[src/rtl/haraka_pkg.sv]
`default_nettype none
// ============================================================================
//  Module   : haraka_pkg
//  Purpose  : Shared types and constants for the Haraka-S sponge squeeze path.
//             Holds the squeeze FSM state encoding, the rate geometry and the
//             helper that masks the unused tail bits of the final digest byte.
//  Contents : RATE_BITS, RATE_BYTES, squeeze_state_t, last_byte_mask()
//  Revision : 1.0 - initial release
// ============================================================================
package haraka_pkg;

  localparam int RATE_BITS  = 256;
  localparam int RATE_BYTES = RATE_BITS / 8;

  typedef enum logic [2:0] {
    IDLE = 3'd0,
    SEND = 3'd1,
    REQ  = 3'd2,
    WAIT = 3'd3,
    FIN  = 3'd4
  } squeeze_state_t;

  // Mask for the last digest byte: keep only the top 'partial' bits, which
  // are the valid digest bits when the length is not a whole number of bytes.
  // partial == 0 means the last byte is complete.
  function automatic logic [7:0] last_byte_mask(input logic [2:0] partial);
    logic [7:0] ones;
    ones = 8'hFF;
    if (partial == 3'd0) begin
      return ones;
    end
    return ~(ones >> partial);
  endfunction

endpackage
`default_nettype wire

[src/rtl/byte_shift_out.sv]
`default_nettype none
// ============================================================================
//  Module   : byte_shift_out
//  Purpose  : Rate-block shift register for the squeeze transmitter. Loads a
//             whole block in one cycle and shifts it left by one byte per
//             shift request; the most significant byte is always tapped out.
//  Ports    : internal_clk  - clock
//             reset         - asynchronous active-high reset (clears register)
//             load_i        - load load_data_i (has priority over shift_i)
//             load_data_i   - block to load, WIDTH bits
//             shift_i       - shift left by 8, zero fill
//             byte_o        - current top byte of the register
//  Revision : 1.0 - initial release
// ============================================================================
module byte_shift_out
  import haraka_pkg::*;
#(
  parameter int WIDTH = RATE_BITS
) (
  input  logic             internal_clk,
  input  logic             reset,
  input  logic             load_i,
  input  logic [WIDTH-1:0] load_data_i,
  input  logic             shift_i,
  output logic [7:0]       byte_o
);

  logic [WIDTH-1:0] shreg_q;

  always_ff @(posedge internal_clk or posedge reset) begin
    if (reset) begin
      shreg_q <= '0;
    end else if (load_i) begin
      shreg_q <= load_data_i;
    end else if (shift_i) begin
      shreg_q <= {shreg_q[WIDTH-9:0], 8'h00};
    end
  end

  assign byte_o = shreg_q[WIDTH-1 -: 8];

endmodule
`default_nettype wire

[src/rtl/haraka_squeeze_tx.sv]
`default_nettype none
// ============================================================================
//  Module   : haraka_squeeze_tx
//  Purpose  : Squeeze-side transmitter of the Haraka-S sponge. Emits
//             ceil(digest_length/8) digest bytes MSB-first from successive
//             rate blocks over a valid/ready byte stream, requesting one
//             permutation per additional block.
//  Ports    : internal_clk, reset (async, active-high)
//             start, digest_length, rate_in      - squeeze request + 1st block
//             rate_valid / perm_req              - permutation handshake
//             byte_out, byte_valid, byte_ready,
//             byte_last                          - digest byte stream
//             busy, done                         - status
//  Revision : 1.0 - initial release
// ============================================================================
module haraka_squeeze_tx #(
  parameter int RATE_BITS = 256,
  parameter int LEN_W     = 64
) (
  input  logic                 internal_clk,
  input  logic                 reset,
  input  logic                 start,
  input  logic [LEN_W-1:0]     digest_length,
  input  logic [RATE_BITS-1:0] rate_in,
  input  logic                 rate_valid,
  output logic                 perm_req,
  output logic [7:0]           byte_out,
  output logic                 byte_valid,
  input  logic                 byte_ready,
  output logic                 byte_last,
  output logic                 busy,
  output logic                 done
);

  import haraka_pkg::*;

  localparam int BLK_BYTES = RATE_BITS / 8;
  localparam int BLK_W     = $clog2(BLK_BYTES);
  localparam int BL_W      = LEN_W - 2;

  localparam logic [BLK_W-1:0] LAST_BLK = BLK_W'(BLK_BYTES - 1);
  localparam logic [BL_W-1:0]  ONE_BL   = BL_W'(1);

  squeeze_state_t    state_q;
  logic [BL_W-1:0]   bytes_left_q;
  logic [2:0]        partial_q;
  logic [BLK_W-1:0]  blk_cnt_q;
  logic              byte_valid_q;
  logic              perm_req_q;
  logic              busy_q;
  logic              done_q;

  logic [BL_W-1:0]   bytes_left_init;
  logic              shreg_load;
  logic              shreg_shift;
  logic [7:0]        tap_byte;
  logic              last_now;
  logic [7:0]        out_mask;

  // Byte count rounded up: whole bytes plus one if any tail bits remain.
  // Done this way rather than (len+7)>>3 so a maximal length cannot wrap.
  assign bytes_left_init = BL_W'(digest_length[LEN_W-1:3])
                         + BL_W'(|digest_length[2:0]);

  assign shreg_load  = ((state_q == IDLE) && start && (digest_length != '0))
                    || ((state_q == WAIT) && rate_valid);
  assign shreg_shift = (state_q == SEND) && byte_ready;

  byte_shift_out #(
    .WIDTH (RATE_BITS)
  ) u_shift (
    .internal_clk (internal_clk),
    .reset        (reset),
    .load_i       (shreg_load),
    .load_data_i  (rate_in),
    .shift_i      (shreg_shift),
    .byte_o       (tap_byte)
  );

  always_ff @(posedge internal_clk or posedge reset) begin
    if (reset) begin
      state_q      <= IDLE;
      bytes_left_q <= '0;
      partial_q    <= '0;
      blk_cnt_q    <= '0;
      byte_valid_q <= 1'b0;
      perm_req_q   <= 1'b0;
      busy_q       <= 1'b0;
      done_q       <= 1'b0;
    end else begin
      perm_req_q <= 1'b0;
      done_q     <= 1'b0;
      case (state_q)
        IDLE: begin
          if (start) begin
            // A previous short digest can leave the block counter mid-way;
            // every squeeze starts on a fresh block.
            blk_cnt_q <= '0;
            if (digest_length == '0) begin
              state_q <= FIN;
              done_q  <= 1'b1;
            end else begin
              bytes_left_q <= bytes_left_init;
              partial_q    <= digest_length[2:0];
              state_q      <= SEND;
              byte_valid_q <= 1'b1;
              busy_q       <= 1'b1;
            end
          end
        end
        SEND: begin
          if (byte_ready) begin
            bytes_left_q <= bytes_left_q - ONE_BL;
            blk_cnt_q    <= blk_cnt_q + 1'b1;
            // Final byte wins over the block boundary, so an exact multiple
            // of the block size never requests a useless permutation.
            if (bytes_left_q == ONE_BL) begin
              state_q      <= FIN;
              byte_valid_q <= 1'b0;
              busy_q       <= 1'b0;
              done_q       <= 1'b1;
            end else if (blk_cnt_q == LAST_BLK) begin
              state_q      <= REQ;
              byte_valid_q <= 1'b0;
              perm_req_q   <= 1'b1;
            end
          end
        end
        REQ: begin
          state_q <= WAIT;
        end
        WAIT: begin
          if (rate_valid) begin
            blk_cnt_q    <= '0;
            state_q      <= SEND;
            byte_valid_q <= 1'b1;
          end
        end
        FIN: begin
          state_q <= IDLE;
        end
        default: begin
          state_q      <= IDLE;
          byte_valid_q <= 1'b0;
          busy_q       <= 1'b0;
        end
      endcase
    end
  end

  assign last_now = (bytes_left_q == ONE_BL);
  assign out_mask = last_now ? last_byte_mask(partial_q) : 8'hFF;

  // Outputs are forced to zero outside SEND so the stream is quiet at idle.
  assign byte_out   = byte_valid_q ? (tap_byte & out_mask) : 8'h00;
  assign byte_last  = byte_valid_q && last_now;
  assign byte_valid = byte_valid_q;
  assign perm_req   = perm_req_q;
  assign busy       = busy_q;
  assign done       = done_q;

endmodule
`default_nettype wire
[config.mk]
export PLATFORM = sky130hd
export DESIGN_NAME = haraka_squeeze_tx
export DESIGN_NICKNAME = d
export VERILOG_FILES = /design/src/rtl/haraka_pkg.sv /design/src/rtl/byte_shift_out.sv /design/src/rtl/haraka_squeeze_tx.sv
export SDC_FILE = /design/constraint.sdc
export NUM_CORES = 1
export LEC_CHECK = 0
export CELL_PAD_IN_SITES_DETAIL_PLACEMENT = 1
export CELL_PAD_IN_SITES_GLOBAL_PLACEMENT = 1
export CORE_UTILIZATION = 41
export CTS_BUF_LIST = sky130_fd_sc_hd__clkbuf_16
export DETAILED_ROUTE_END_ITERATION = 12
export PLACE_DENSITY_LB_ADDON = 0.12
export SLEW_MARGIN = 20
export SYNTH_ARGS = -nofsm -noshare
export SYNTH_HDL_FRONTEND = slang
export SYNTH_HIERARCHICAL = 1
export SYNTH_SLANG_ARGS = --single-unit
[constraint.sdc]
create_clock -name internal_clk -period 10.5 [get_ports internal_clk]
set_input_delay 1.575 -clock internal_clk [delete_from_list [all_inputs] [get_ports internal_clk]]
set_output_delay 1.575 -clock internal_clk [all_outputs]
set_load 0.005 [all_outputs]
==> impl_metrics.py, run 1 <==
metrics = {
    "synthesis": {
        "avgSynthCellArea_um2": 9.464,
        "synth_area_leader_cell": "dfrtp_1",
        "synth_most_common_cell": "dfrtp_1",
        "synth_top_family_by_area": "simple AND/OR/NAND/NOR gates",
        "synth-simple-area-share_pct": 16.68,
        "synth_area_leaders": "dfrtp_1 (46%), mux2i_1 (14%), nand2_1 (6.8%)",
        "synth.top_cell.area_share_pct": 45.69,
        "yosysUniqueCellTypes": 75,
        "synth_edf_count": 0,
        "netlist_instances": 1927,
        "synthTopCellsByCount": "dfrtp_1 (333), nand2_1 (332), mux2i_1 (250)",
        "postSynthNetCount": 2260,
        "synth.area.mux_share_pct": 13.85,
        "yosysWarnings": 6,
        "synth_fa_ha_area_share_pct": 0.5489,
        "synth_compound_area_share_pct": 15.13,
        "ys_seq_area_share_pct": 45.69,
        "ys_ff_latch": 333,
        "syn-cell-area_mm2": 0.01824,
        "synth_xor_area_share_pct": 2.593,
        "yosys_most_used_dff": "dfrtp_1",
        "async_flop_share_pct": 100.0,
    },
    "timing": {
        "fin_setup_tns_ps": 0,
        "setup_viol": 0,
        "period_share_pct": 54.46,
        "slew_violations": 0,
        "clock_skew_ps": 13.21,
        "fin_crit_ps": 5718,
        "tightest_slew_ps": 1168,
        "worst_slack_ps": 4782,
        "rsz0062_at_grt": "no",
        "max_freq_mhz": 174.9,
        "timing.hold.ws_ps": 498.0,
        "slew_headroom_pct": 21.39,
        "finalHoldViolations": 0,
    },
    "route": {
        "drc_errors": 0,
        "via_per_inst": 5.515,
        "dr_total_vias": 15490,
        "drtIter0Drc": 926,
        "dr.pass1.iters": 5,
        "routedWlPerCell_um": 20.37,
        "wl_um": 57190,
        "ant_nets": 0,
    },
    "grt": {
        "grt_pass1_wl_um": 88680,
        "first_global_vias": 16110,
        "grt_max_degree": 305,
        "overflow": 0,
        "track_usage_pct": 25.03,
        "antenna_found_initial": 12,
    },
    "floorplan": {
        "die_h_um": 212.9,
        "dieArea_mm2": 0.04533,
        "ioPinCount": 338,
        "die_w_um": 212.9,
        "start_util_pct": 41.96,
        "core_area_mm2": 0.04346,
        "num_rows": 76,
    },
    "setup_path": {
        "cp.arrival_ps": 4140,
        "required_ps": 8930,
        "crit_slowest_cell": "a2111oi_0",
        "startpoint_type": "flip-flop",
        "critPathMaxFanout": 10,
        "r2r-start": "state_q[2]",
        "end_kind": "output pin",
        "reg2reg_setup_slack_ps": 6050,
        "cpMostUsedCell": "nand4_1",
        "startpoint": "bytes_left_q[31]",
        "timing_worst_setup_path_type": "reg -> out",
        "crit_chain": "nor3_1 -> nand4_1 -> nor4_2 -> nand4_1 -> a2111oi_0 -> nor2_1 -> clkdlybuf4s50_1",
        "slowest_delay_ps": 620,
    },
    "clocking": {
        "cts_tree": "done",
        "h-tree-depth": 2,
        "cts_resized": 0,
        "clock-root-buffer": "clkbuf_16",
        "clkSlewWorstSetupHoldPaths_ps": 60,
        "clock-sinks": 333,
        "clkLatencyLatePin_ps": 550,
        "cts_buffers": 40,
        "cts_hold_buf": 0,
        "cts_buffer_depth": 3,
        "post_cts_buffers": 0,
    },
    "place": {
        "dp_hpwl_um": 40590,
        "dpl_cell_area_mm2": 0.02159,
        "dp_worst_setup_slack_ps": 4424,
        "place_inst": 2730,
        "io_buffers": 337,
        "place.gp.congestion": 0.8573,
    },
    "finish": {
        "areaGrowthSynthToFinish_pct": 25.36,
        "final_area_mm2": 0.02286,
        "fin_cells": 2808,
        "layout-drive-gt1-share_pct": 4.328,
        "nNetsFinal": 2522,
        "fin_util_pct": 52.61,
    },
    "power_and_ir_drop": {
        "power_mw": 4.858,
        "power.leakage_nw": 9.733,
        "ir_drop_v": 0.0001222,
        "powerDensity_mw_per_mm2": 212.5,
    },
    "run_status": {
        "status": "complete, no violations",
    },
    "min_path": {
        "worstHoldPathType": "reg -> reg",
        "min_from": "bytes_left_q[47]",
    },
    "flow_run": {
        "maxCapViolCount": 0,
    },
}
## where the power goes
part | total (mW) | internal, mW | leakage [nW] | switching (mW)
sequential | 2.21 | 1.79 | 4.36 | 0.419
combinational | 1.37 | 0.652 | 4.75 | 0.720
clock | 1.28 | 0.730 | 0.625 | 0.550
total | 4.86 | 3.17 | 9.73 | 1.69
## worst max-delay path, delay by kind of cell, from the launching register on
| family | cells | cell delay [ps] |
|---|---|---|
| and+or+nand+nor | 5 | 1980 |
| AOI/OAI and AO/OA | 1 | 620 |
| buffers and inverters | 1 | 550 |
| DFF | 1 | 440 |
## cells in the final DEF, fill, tap and decap left out, drive strengths merged, types with 4 or more instances in the layout
cell type      count
a211oi             5
a21oi             75
nor3              42
or4                6
a21o               7
o21ai            307
or3               12
nor2b              4
diode              5
nor2              76
dfrtp            333
a22o               4
nand2            333
clkbuf            41
o31ai              6
and3              15
a22oi             14
ha                 8
nand4             27
and4              12
nand3b             6
clkinv            19
xor2              25
mux2i            250
a31oi              6
clkdlybuf4s50    337
nand3             39
o22a              10
buf               16
xnor2             29
nor4              39
a32o               8
inv               33
nand2b            15
o22ai             11
## layer usage
layer / share of wire (%) / global-route usage, % / vias to the layer above
met5: 0.15 / 0 / -
met4: 2.9 / 8.856 / 12
met3: 5.5 / 5.780 / 100
met2: 47 / 40.18 / 339
met1: 45 / 32.97 / 7601
li1: - / - / 7434
## cell families (layout without fill, tap and decap cells)
family,Yosys count,in the layout
xor gates and xnor gates,54,54
and+or+nand+nor,639,639
other,0,5
adders and majority gates,8,8
muxes,252,252
AOI/OAI and AO/OA,485,485
buffers and inverters,156,447
DFF,333,333
## registers in the layout (all words and copies together), names as in the netlist
register / count
u_shift/shreg_q: 256
blk_cnt_q: 5
state_q: 3
byte_valid: 1
done: 1
bytes_left_q: 62
partial_q: 3
perm_req: 1
busy: 1
## worst paths after layout
path	cells after the start	end
worst min-delay path	1	bytes_left_q[47]
worst max register to register	8	u_shift/shreg_q[157]
worst max-delay path	7	byte_out[5]
worst min register to register	1	bytes_left_q[47]
min in group asynchronous	2	bytes_left_q[15]
max in group asynchronous	3	u_shift/shreg_q[165]
## cell type report
| cell class | instances | area, um2 |
|---|---|---|
| Clock inverter | 30 | 162.7 |
| Clock buffer | 41 | 1026 |
| Antenna cell | 5 | 12.51 |
| Timing Repair Buffer | 353 | 3550 |
| Fill cell | 4920 | 20600 |
| Tap cell | 585 | 732.0 |
| Inverter | 23 | 102.6 |
| Sequential cell | 333 | 8333 |
| Multi-Input combinational cell | 1438 | 8942 |
Note: power is estimated with default switching activity, not from simulation.
==> inputs of run 2 (changes only) <==
clock period = 5.55 ns   (was 10.5 ns; I/O delays follow)
==> impl_metrics.py, run 2 (synthesis results as in run 1) <==
metrics = {
    "run_status": {
        "status": "complete, no violations",
    },
    "clocking": {
        "cts_tree": "done",
        "clkLatencyLatePin_ps": 550,
        "cts_buffer_depth": 3,
        "cts_buffers": 40,
        "post_cts_buffers": 0,
        "clock-sinks": 333,
        "cts_resized": 0,
        "h-tree-depth": 2,
        "cts_hold_buf": 0,
        "clock-root-buffer": "clkbuf_16",
        "clkSlewWorstSetupHoldPaths_ps": 60,
    },
    "floorplan": {
        "die_w_um": 212.9,
        "dieArea_mm2": 0.04533,
        "ioPinCount": 338,
        "die_h_um": 212.9,
        "num_rows": 76,
        "core_area_mm2": 0.04346,
        "start_util_pct": 41.96,
    },
    "route": {
        "drtIter0Drc": 897,
        "dr_total_vias": 15510,
        "dr.pass1.iters": 5,
        "drc_errors": 0,
        "via_per_inst": 5.518,
        "wl_um": 57810,
        "ant_nets": 0,
        "routedWlPerCell_um": 20.56,
    },
    "power_and_ir_drop": {
        "swShare_pct": 34.43,
        "ir_drop_v": 0.0001984,
        "comb_power_share_pct": 27.9,
        "power_mw": 9.360,
        "power.leakage_nw": 9.781,
        "p_int_mw": 6.137,
        "sequentialPowerShare_pct": 44.7,
        "clock_power_share_pct": 27.4,
        "powerDensity_mw_per_mm2": 407.8,
        "switchingPower_mw": 3.223,
    },
    "finish": {
        "layout-drive-gt1-share_pct": 4.502,
        "nFillCells": 4940,
        "areaGrowthSynthToFinish_pct": 25.85,
        "reg_top3": "u_shift/shreg_q (256), bytes_left_q (62), blk_cnt_q (5)",
        "mostFrequentLayoutCells": "clkdlybuf4s50_1 (337), dfrtp_1 (333), nand2_1 (331)",
        "layout_commonest_cell": "clkdlybuf4s50_1",
        "multiInputGateArea_mm2": 0.008942,
        "final_area_mm2": 0.02295,
        "nNetsFinal": 2523,
        "largest_register": "u_shift/shreg_q",
        "largest_reg_flops": 256,
        "fin_cells": 2811,
        "regArea_mm2": 0.008333,
    },
    "timing": {
        "setup_viol": 0,
        "max_freq_mhz": 203.5,
        "fin_crit_ps": 4914,
        "clock_skew_ps": 20.28,
        "fin_setup_tns_ps": 0,
        "slew_headroom_pct": 32.59,
        "slew_violations": 0,
        "period_share_pct": 88.54,
        "finalHoldViolations": 0,
        "timing.hold.ws_ps": 493.2,
        "rsz0062_at_grt": "no",
        "tightest_slew_ps": 1002,
    },
    "grt": {
        "first_global_vias": 16490,
        "antenna_found_initial": 12,
        "track_usage_pct": 25.51,
        "overflow": 0,
        "grt_pass1_wl_um": 90100,
        "grt_max_degree": 261,
    },
    "flow_run": {
        "maxCapViolCount": 0,
    },
    "place": {
        "place_inst": 2733,
        "dp_hpwl_um": 41290,
        "place.gp.congestion": 0.9089,
        "dpl_cell_area_mm2": 0.02167,
        "io_buffers": 337,
    },
    "min_path": {
        "worstHoldPathType": "reg -> reg",
    },
    "setup_path": {
        "startpoint_type": "flip-flop",
        "end_kind": "output pin",
        "cpMostUsedCell": "nand4_1",
        "crit_family": "simple AND/OR/NAND/NOR gates",
        "slowest_delay_ps": 610,
        "crit_slowest_cell": "a2111oi_0",
        "required_ps": 4720,
        "cp.buffers_inverters": 1,
        "critPathMaxFanout": 10,
        "cp.arrival_ps": 4080,
        "timing_worst_setup_path_type": "reg -> out",
        "crit_chain": "nor3_1 -> nand4_1 -> nor4_2 -> nand4_1 -> a2111oi_0 -> nor2_1 -> clkdlybuf4s50_1",
    },
}
run 2: area by class of cell:
class / instances / share of cell area [%]
Multi-Input combinational cell: 1438 / 38.97
Clock buffer: 41 / 4.471
Timing Repair Buffer: 354 / 15.53
Tap cell: 585 / 3.189
Clock inverter: 32 / 1.052
Antenna cell: 5 / 0.05452
Inverter: 23 / 0.4307
Sequential cell: 333 / 36.31
run 2: path summary, 6_finish.rpt:
check / from / end / slack [ps] / depth (start not counted)
worst max-delay path: bytes_left_q[31] / byte_out[5] / 640 / 7
worst min-delay path: bytes_left_q[35] / bytes_left_q[35] / 490 / 1
worst max register to register: state_q[2] / bytes_left_q[49] / 2120 / 8
worst min register to register: bytes_left_q[35] / bytes_left_q[35] / 490 / 1
max in group asynchronous: reset / u_shift/shreg_q[231] / 3550 / 3
min in group asynchronous: reset / bytes_left_q[13] / 820 / 2
run 2: metal layers:
metal	wire [um]	global-route usage (%)	up-vias
met2	27940	41.87	339
met5	88	0	-
met4	1534	8.980	14
met1	25180	33.27	7641
li1	-	-	7417
met3	3058	5.265	101
run 2: stage by stage:
step                worst slack (ps)  utilization (%)
finish                         636.1            52.81
global route                   228.4            52.80
CTS                            531.5            52.78
detailed placement             904.2            49.86
global placement               577.5            49.85
floorplan                       1346                -
run 2: worst reg2reg max path, stage by stage (launching register included):
cell     delay, ps
dfrtp_1        510
nor3b_4        230
nand2_1        290
inv_8          430
nor2_1         170
a21oi_4        770
buf_4          440
o21ai_0        150
a221o_1        310
run 2: power groups by stage:
stage	Combinational, mW	Sequential (mW)	Clock, mW
after global routing	2.94	4.30	2.71
after detailed placement	2.62	4.21	0
after global placement	2.49	4.16	0
after floorplan	2.00	3.88	0
after CTS	2.64	4.19	2.63
final	2.61	4.18	2.57
==> inputs of run 3 (changes only) <==
TNS_END_PERCENT = 30   (was default)
==> results of run 3 <==
Final layout, timing and power as in run 2 (identical DEF).
